===== src/rtl/serial_full_adder.sv =====
// Bit-serial adder: one full-adder cell and a carry flip-flop add two WIDTH-bit
// operands plus carry-in, LSB first, one bit per clock, with start/busy/done.
module serial_full_adder #(
  parameter int WIDTH = 8,
  localparam int CNT_W = $clog2(WIDTH + 1)
) (
  input  logic             clk,
  input  logic             rst_n,
  input  logic             start,
  input  logic [WIDTH-1:0] a,
  input  logic [WIDTH-1:0] b,
  input  logic             cin,
  output logic             busy,
  output logic             done,
  output logic [WIDTH-1:0] sum,
  output logic             cout
);

  typedef enum logic [1:0] {
    IDLE  = 2'd0,
    SHIFT = 2'd1,
    DONE  = 2'd2
  } state_t;

  state_t             state, state_d;
  logic [WIDTH-1:0]   a_sh, a_sh_d;
  logic [WIDTH-1:0]   b_sh, b_sh_d;
  logic [WIDTH-1:0]   acc, acc_d;
  logic [WIDTH-1:0]   sum_d;
  logic               c, c_d;
  logic               cout_d;
  logic [CNT_W-1:0]   cnt, cnt_d;
  logic               s;
  logic               c_next;

  // Handshake: start is taken on any edge where the block is in IDLE or DONE;
  // busy marks the WIDTH shifting cycles, done pulses once when sum/cout update.
  always_ff @(posedge clk or negedge rst_n) begin
    if (!rst_n) begin
      state <= IDLE;
      a_sh  <= '0;
      b_sh  <= '0;
      acc   <= '0;
      c     <= 1'b0;
      cnt   <= '0;
      sum   <= '0;
      cout  <= 1'b0;
    end else begin
      state <= state_d;
      a_sh  <= a_sh_d;
      b_sh  <= b_sh_d;
      acc   <= acc_d;
      c     <= c_d;
      cnt   <= cnt_d;
      sum   <= sum_d;
      cout  <= cout_d;
    end
  end

  always_comb begin
    state_d = state;
    a_sh_d  = a_sh;
    b_sh_d  = b_sh;
    acc_d   = acc;
    c_d     = c;
    cnt_d   = cnt;
    sum_d   = sum;
    cout_d  = cout;
    s       = a_sh[0] ^ b_sh[0] ^ c;
    c_next  = (a_sh[0] & b_sh[0]) | (c & (a_sh[0] ^ b_sh[0]));
    case (state)
      IDLE, DONE: begin
        if (start) begin
          a_sh_d  = a;
          b_sh_d  = b;
          acc_d   = '0;
          c_d     = cin;
          cnt_d   = '0;
          state_d = SHIFT;
        end else begin
          state_d = IDLE;
        end
      end
      SHIFT: begin
        a_sh_d  = a_sh >> 1;
        b_sh_d  = b_sh >> 1;
        // Sum bits enter at the MSB so the LSB-first result lands aligned.
        acc_d   = acc >> 1;
        acc_d[WIDTH-1] = s;
        c_d     = c_next;
        cnt_d   = cnt + CNT_W'(1);
        if (cnt == CNT_W'(WIDTH - 1)) begin
          state_d = DONE;
          sum_d   = acc_d;
          cout_d  = c_next;
        end
      end
      default: state_d = IDLE;
    endcase
  end

  assign busy = (state == SHIFT);
  assign done = (state == DONE);

endmodule


===== config.mk =====
export PLATFORM = sky130hd
export DESIGN_NAME = serial_full_adder
export DESIGN_NICKNAME = d
export VERILOG_FILES = /design/src/rtl/serial_full_adder.sv
export SDC_FILE = /design/constraint.sdc
export NUM_CORES = 1
export LEC_CHECK = 0
export ABC_AREA = 0
export CORE_UTILIZATION = 30
export DETAILED_ROUTE_END_ITERATION = 12
export GPL_ROUTABILITY_DRIVEN = 1
export GPL_TIMING_DRIVEN = 0
export MAX_ROUTING_LAYER = met4
export PLACE_DENSITY = 0.58
export SLEW_MARGIN = 20
export SYNTH_ARGS = -nofsm -noshare
export SYNTH_HDL_FRONTEND = slang
export SYNTH_SLANG_ARGS = --single-unit

===== constraint.sdc =====
create_clock -name clk -period 1.6 [get_ports clk]
set_clock_uncertainty 0.15 [all_clocks]
set_input_delay 0.48 -clock clk [delete_from_list [all_inputs] [get_ports clk]]
set_output_delay 0.48 -clock clk [all_outputs]
set_load 0.1 [all_outputs]

==> out/metrics.yaml, run 1 <==
status: "finished, violations left"
violations: "negative setup slack"
ant_nets: 0
port_buffers: 30
antennaDiodeCount: 0
initial_core_util: 0.313
p_leak_nw: 1.17
io_pins: 31
netlist.area_leader.share: 0.607
syn_area_sq_um: 1610
h-tree-depth: 2
synth-simple-area-share: 0.0475
whs_ns: 0.329
finalHoldViolCount: 0
ys_seq_elements: 39
dp.cells: 215
max-slew-margin-rel: 0.814
grt_max_degree: 30
p_sw_w: 0.00212
ys_warn_count: 0
drt-initial-drc-count: 32
r2r_start: "state[1]"
synth_edf_count: 0
muxShareOfSynthArea: 0.0825
ff_latch_area_sq_um: 976
area_growth_pct: 44.8
drive_gt1_frac: 0.311
internal_power_w: 0.00316
min_path_type: "reg -> reg"
first_pass_iters: 4
cp-startpoint: "state[1]"
instances_no_fill: 234
drv_cap: 0
root_buffer: "clkbuf_8"
num_rows: 26
routed_wl_mm: 3.32
gp_congestion: 0.731
ys_seq_area_frac: 0.607
synth.most_common_cell: "dfrtp_1"
worst_pin_slew_ns: 0.282
synth_area_per_cell_sq_um: 14.1
synth_adder_area_share: 0.0202
synth_area_leaders: "dfrtp_1 61%, a22o_1 14%, a21o_1 7.0%"
die-area_sq_um: 5660
routed_via_density: 4.88
synth_top_family_by_area: "compound AO/OA/AOI/OAI gates"
clock_path_buffers: 2
synth_compound_area_frac: 0.215
fin_ws_ns: -0.318
critPathKind: "reg -> out"
crit_path_end_kind: "output port"
clk_pin_slew_worst_paths_ns: 0.07
grt_pass1_wl_mm: 5.42
hpwl_mm: 2.13
pwr-share-seq: 0.323
synthTopCellsByCount: "39 x dfrtp_1, 26 x a22o_1, 15 x a21o_1"
die_h_um: 75.2
clock.fmax_mhz: 521
cp_data_required_time_ns: 0.97
syn_inst: 114
hp-start: "b_sh[1]"
antenna_found_initial: 0
async_flop_share: 1.00
power-per-cell-area_nw_per_um2: 2270
setup_viol: 11
cts_tree: "built"
synth_ff_type: "dfrtp_1"
grt_pass1_vias: 1126
fp.coreArea_sq_um: 5140
p_clk_frac: 0.159
synth_nets: 136
arrival_ns: 1.29
synth_xor_area_frac: 0
n_fill_cell: 477
place_ws_ns: -1.10
cts_sinks: 39
cp_max_fo: 2
period_minus_slack_ns: 1.92
drv_slew: 0
cts_made_buffers: 5
clock_latency_ns: 0.29
nets: 185
yosysTopAreaCell: "dfrtp_1"
peakVddDrop_mv: 0.884
drc_errors: 0
wl_per_cell_um: 14.2
vias: 1142
die_w_um: 75.2
multi_input_area_sq_um: 631
start_kind: "register"
power_frac_comb: 0.518
rrSetupSlack_ns: -0.15
overflow: 0
timing.final.crit_share: 1.20
final_util: 0.453
grt_setup_unrepaired: "yes"
track_usage: 0.137
swShare: 0.402
synth_cell_types: 18
==> stage by stage <==
step | instance area [sq um] | power, W | setup TNS (ns)
2_1_floorplan | 1640 | 0.00353 | 0
4_1_cts | 2250 | 0.00515 | -1.74
6_report | 2330 | 0.00528 | -1.83
3_5_place_dp | 2040 | 0.00411 | -17.73
3_3_place_gp | 2020 | 0.00404 | -54.76
5_1_grt | 2330 | 0.00557 | -2.55
==> kinds of logic after synthesis <==
| logic type | after synthesis |
|---|---|
| flops | 39 |
| compound gates | 42 |
| buf+inv | 8 |
| mux | 12 |
| simple gates | 11 |
| fa+ha+maj | 2 |
==> critical path: stages, from the launching register on <==
cell	delay [ns]
dfrtp_1	0.38
and2b_4	0.26
buf_8	0.10
buf_12	0.09
buf_12	0.16
==> cells in the final DEF (no fill, tap or decap), types with 2 or more instances in the layout <==
cell type	count
a21o_1	15
a22o_1	26
buf_12	4
buf_2	3
buf_4	11
buf_6	12
clkbuf_8	6
clkdlybuf4s50_1	17
dfrtp_1	39
mux2_1	3
mux2_4	6
mux2i_1	2
nand2_1	3
nor2b_4	2
==> layout make-up <==
class                           count  share of cell area
Clock inverter                      2              0.0150
Sequential cell                    39               0.419
Multi-Input combinational cell     67               0.271
Buffer                              8              0.0414
Tap cell                           70              0.0376
Clock buffer                        6              0.0355
Timing Repair Buffer               42               0.181
==> per-layer routing <==
metal | part of all wire | global-route usage
met5 | 0 | -
met2 | 0.47 | 0.202
met1 | 0.45 | 0.182
met4 | 0.017 | 0.0556
met3 | 0.056 | 0.0321
==> power by group through the flow <==
stage                     logic [W]  registers (W)  clock network, W
after CTS                   0.00260        0.00169          0.000865
after global routing        0.00291        0.00175          0.000902
final                       0.00274        0.00170          0.000837
after global placement      0.00235        0.00168                 0
after floorplan             0.00125        0.00228                 0
after detailed placement    0.00240        0.00170                 0
==> timing repair <==
action | CTS | global route
gates cloned | 2 | 0
setup endpoints to repair | 42 | 35
hold buffers | 1 | 0
gates resized for setup | 82 | 19
hold endpoints to repair | 10 | 0
pin swaps | 0 | 0
setup buffers | 6 | 3
==> path summary, 6_finish.rpt <==
path | endpoint | depth (start not counted)
setup / recovery | busy | 4
min in group asynchronous | acc[3] | 2
max in group asynchronous | b_sh[7] | 3
hold reg to reg | b_sh[1] | 1
setup reg to reg | sum[7] | 5
hold / removal | b_sh[1] | 1
==> registers in the layout (all words and copies together), names as in the netlist <==
signal and flops:
state 2, cnt 4, sum 8, b_sh 8, acc 7, a_sh 8
cout 1, c 1
No activity file was read; power rests on OpenSTA's default activity.
==> inputs of run 2 (changes only) <==
--- a/config.mk
+++ b/config.mk
@@ -6,12 +6,13 @@
 export NUM_CORES = 1
 export LEC_CHECK = 0
 export ABC_AREA = 0
-export CORE_UTILIZATION = 30
+export CORE_UTILIZATION = 48
+export CTS_BUF_LIST = sky130_fd_sc_hd__clkbuf_8
 export DETAILED_ROUTE_END_ITERATION = 12
 export GPL_ROUTABILITY_DRIVEN = 1
 export GPL_TIMING_DRIVEN = 0
 export MAX_ROUTING_LAYER = met4
-export PLACE_DENSITY = 0.58
+export PLACE_DENSITY = 0.83
 export SLEW_MARGIN = 20
 export SYNTH_ARGS = -nofsm -noshare
 export SYNTH_HDL_FRONTEND = slang
==> run 2 against run 1 <==
The flow still finishes with violations (negative setup slack). Sequential share of layout area shrank 1.6 points. Utilization is 33 points higher. Clock power shrank 16%. Wire length is 8.0% higher. Power rose by 6.8%. Sequential power barely moved. Register-to-register slack worse by 0.06 ns. Fmax is 3.8% higher. Critical endpoint unchanged. Largest power group unchanged.
==> out/metrics.yaml, run 2 (synthesis results as in run 1) <==
drt-initial-drc-count: 52
hold_path_depth: 1
finalHoldViolCount: 0
arrival_ns: 1.22
final_cell_mix: "39 x dfrtp_1, 26 x a22o_1, 19 x buf_4"
vias: 1176
r2r_start: "state[1]"
placed_area_sq_um: 2010
crit_path_end_kind: "output port"
p_clk_frac: 0.125
grt_setup_unrepaired: "yes"
clock_latency_ns: 0.29
power_w: 0.00564
max-slew-margin-rel: 0.821
final_common_cell: "dfrtp_1"
hold_end: "b_sh[2]"
hp-start: "b_sh[2]"
design_area_sq_um: 2420
grt_pass1_vias: 1144
timing.final.crit_share: 1.15
overflow: 0
cts_tree: "built"
drc_errors: 0
port_buffers: 30
grt_pass1_wl_mm: 5.26
pwr-share-seq: 0.306
io_pins: 31
die_w_um: 59.9
cp_data_required_time_ns: 0.97
worst_pin_slew_ns: 0.269
antenna_found_initial: 0
initial_core_util: 0.518
drv_slew: 0
nets: 196
cts_sinks: 39
rr_worst_depth: 6
instances_no_fill: 219
clock.fmax_mhz: 541
rrSetupSlack_ns: -0.21
root_buffer: "clkbuf_8"
setup_viol: 39
fin_ws_ns: -0.248
ant_nets: 0
critPathKind: "reg -> out"
status: "finished, violations left"
peakVddDrop_mv: 0.990
grt_max_degree: 30
hpwl_mm: 2.00
cts_made_buffers: 5
gp_congestion: 0.785
p_leak_nw: 1.24
wl_per_cell_um: 16.3
swShare: 0.399
top_regs: "a_sh: 8 flops, b_sh: 8 flops, sum: 8 flops"
antennaDiodeCount: 0
reg2reg_to: "cout"
violations: "negative setup slack"
n_fill_cell: 199
dp.cells: 189
p_sw_w: 0.00225
clock_path_buffers: 2
cp_max_fo: 2
clk_pin_slew_worst_paths_ns: 0.07
die-area_sq_um: 3590
die_h_um: 59.9
routed_wl_mm: 3.58
fp.coreArea_sq_um: 3100
min_path_type: "reg -> reg"
track_usage: 0.218
drive_gt1_frac: 0.366
drv_cap: 0
place_ws_ns: -1.08
num_rows: 20
fin_setup_tns_ns: -4.27
power-per-cell-area_nw_per_um2: 2330
internal_power_w: 0.00339
area_growth_pct: 50.5
first_pass_iters: 4
routed_via_density: 5.37
start_kind: "register"
period_minus_slack_ns: 1.85
h-tree-depth: 2
power_frac_comb: 0.569
-- run 2: what timing repair did --
action                                 CTS  global route
setup endpoints to repair               41            25
cloned                                   2             3
hold buffers                             1             0
gates resized for setup                 89            22
buffers inserted                         7            10
pin swaps                                1            22
endpoints found under the hold margin   10             0
-- run 2: layout make-up --
type / instances / area (sq um) / share of cell area
buffer: 7 / 82.6 / 0.0341
clock buffer: 7 / 96.3 / 0.0398
clock inverter: 1 / 3.75 / 0.00155
multi-input combinational: 67 / 637 / 0.263
sequential: 39 / 976 / 0.403
tap: 44 / 55.1 / 0.0228
timing repair buffer: 54 / 569 / 0.235
-- run 2: stage by stage --
step,hold WS [ns],utilization
final,0.331,0.780
after global routing,0.359,0.780
after CTS,0.335,0.713
after detailed placement,0.219,0.647
after global placement,0.309,0.642
after floorplan,0.0344,-
-- run 2: how the worst max path moves through the flow --
stage                   from    to  slack, ns
floorplan           state[1]  busy       0.03
global placement    state[1]  busy      -1.07
detailed placement  state[1]  busy      -1.08
CTS                 state[1]  busy      -0.24
global route        state[1]  busy      -0.29
finish              state[1]  busy      -0.25
-- run 2: critical path: stages, from the launching register on --
cell and delay [ns]:
dfrtp_1 0.39, and2b_4 0.27, buf_8 0.10, buf_12 0.16
-- run 2: layer usage --
layer	global-route usage	part of all wire	up-vias
met5	-	0	-
met4	0.0897	0.018	0
met3	0.0693	0.056	6
met2	0.349	0.51	35
met1	0.254	0.41	592
li1	-	-	543
-- run 2: power by group through the flow --
stage               Sequential, W  Combinational, W  Clock, W
floorplan                 0.00228           0.00125         0
CTS                       0.00169           0.00260  0.000727
global placement          0.00168           0.00233         0
global route              0.00178           0.00339  0.000760
finish                    0.00172           0.00321  0.000704
detailed placement        0.00171           0.00238         0
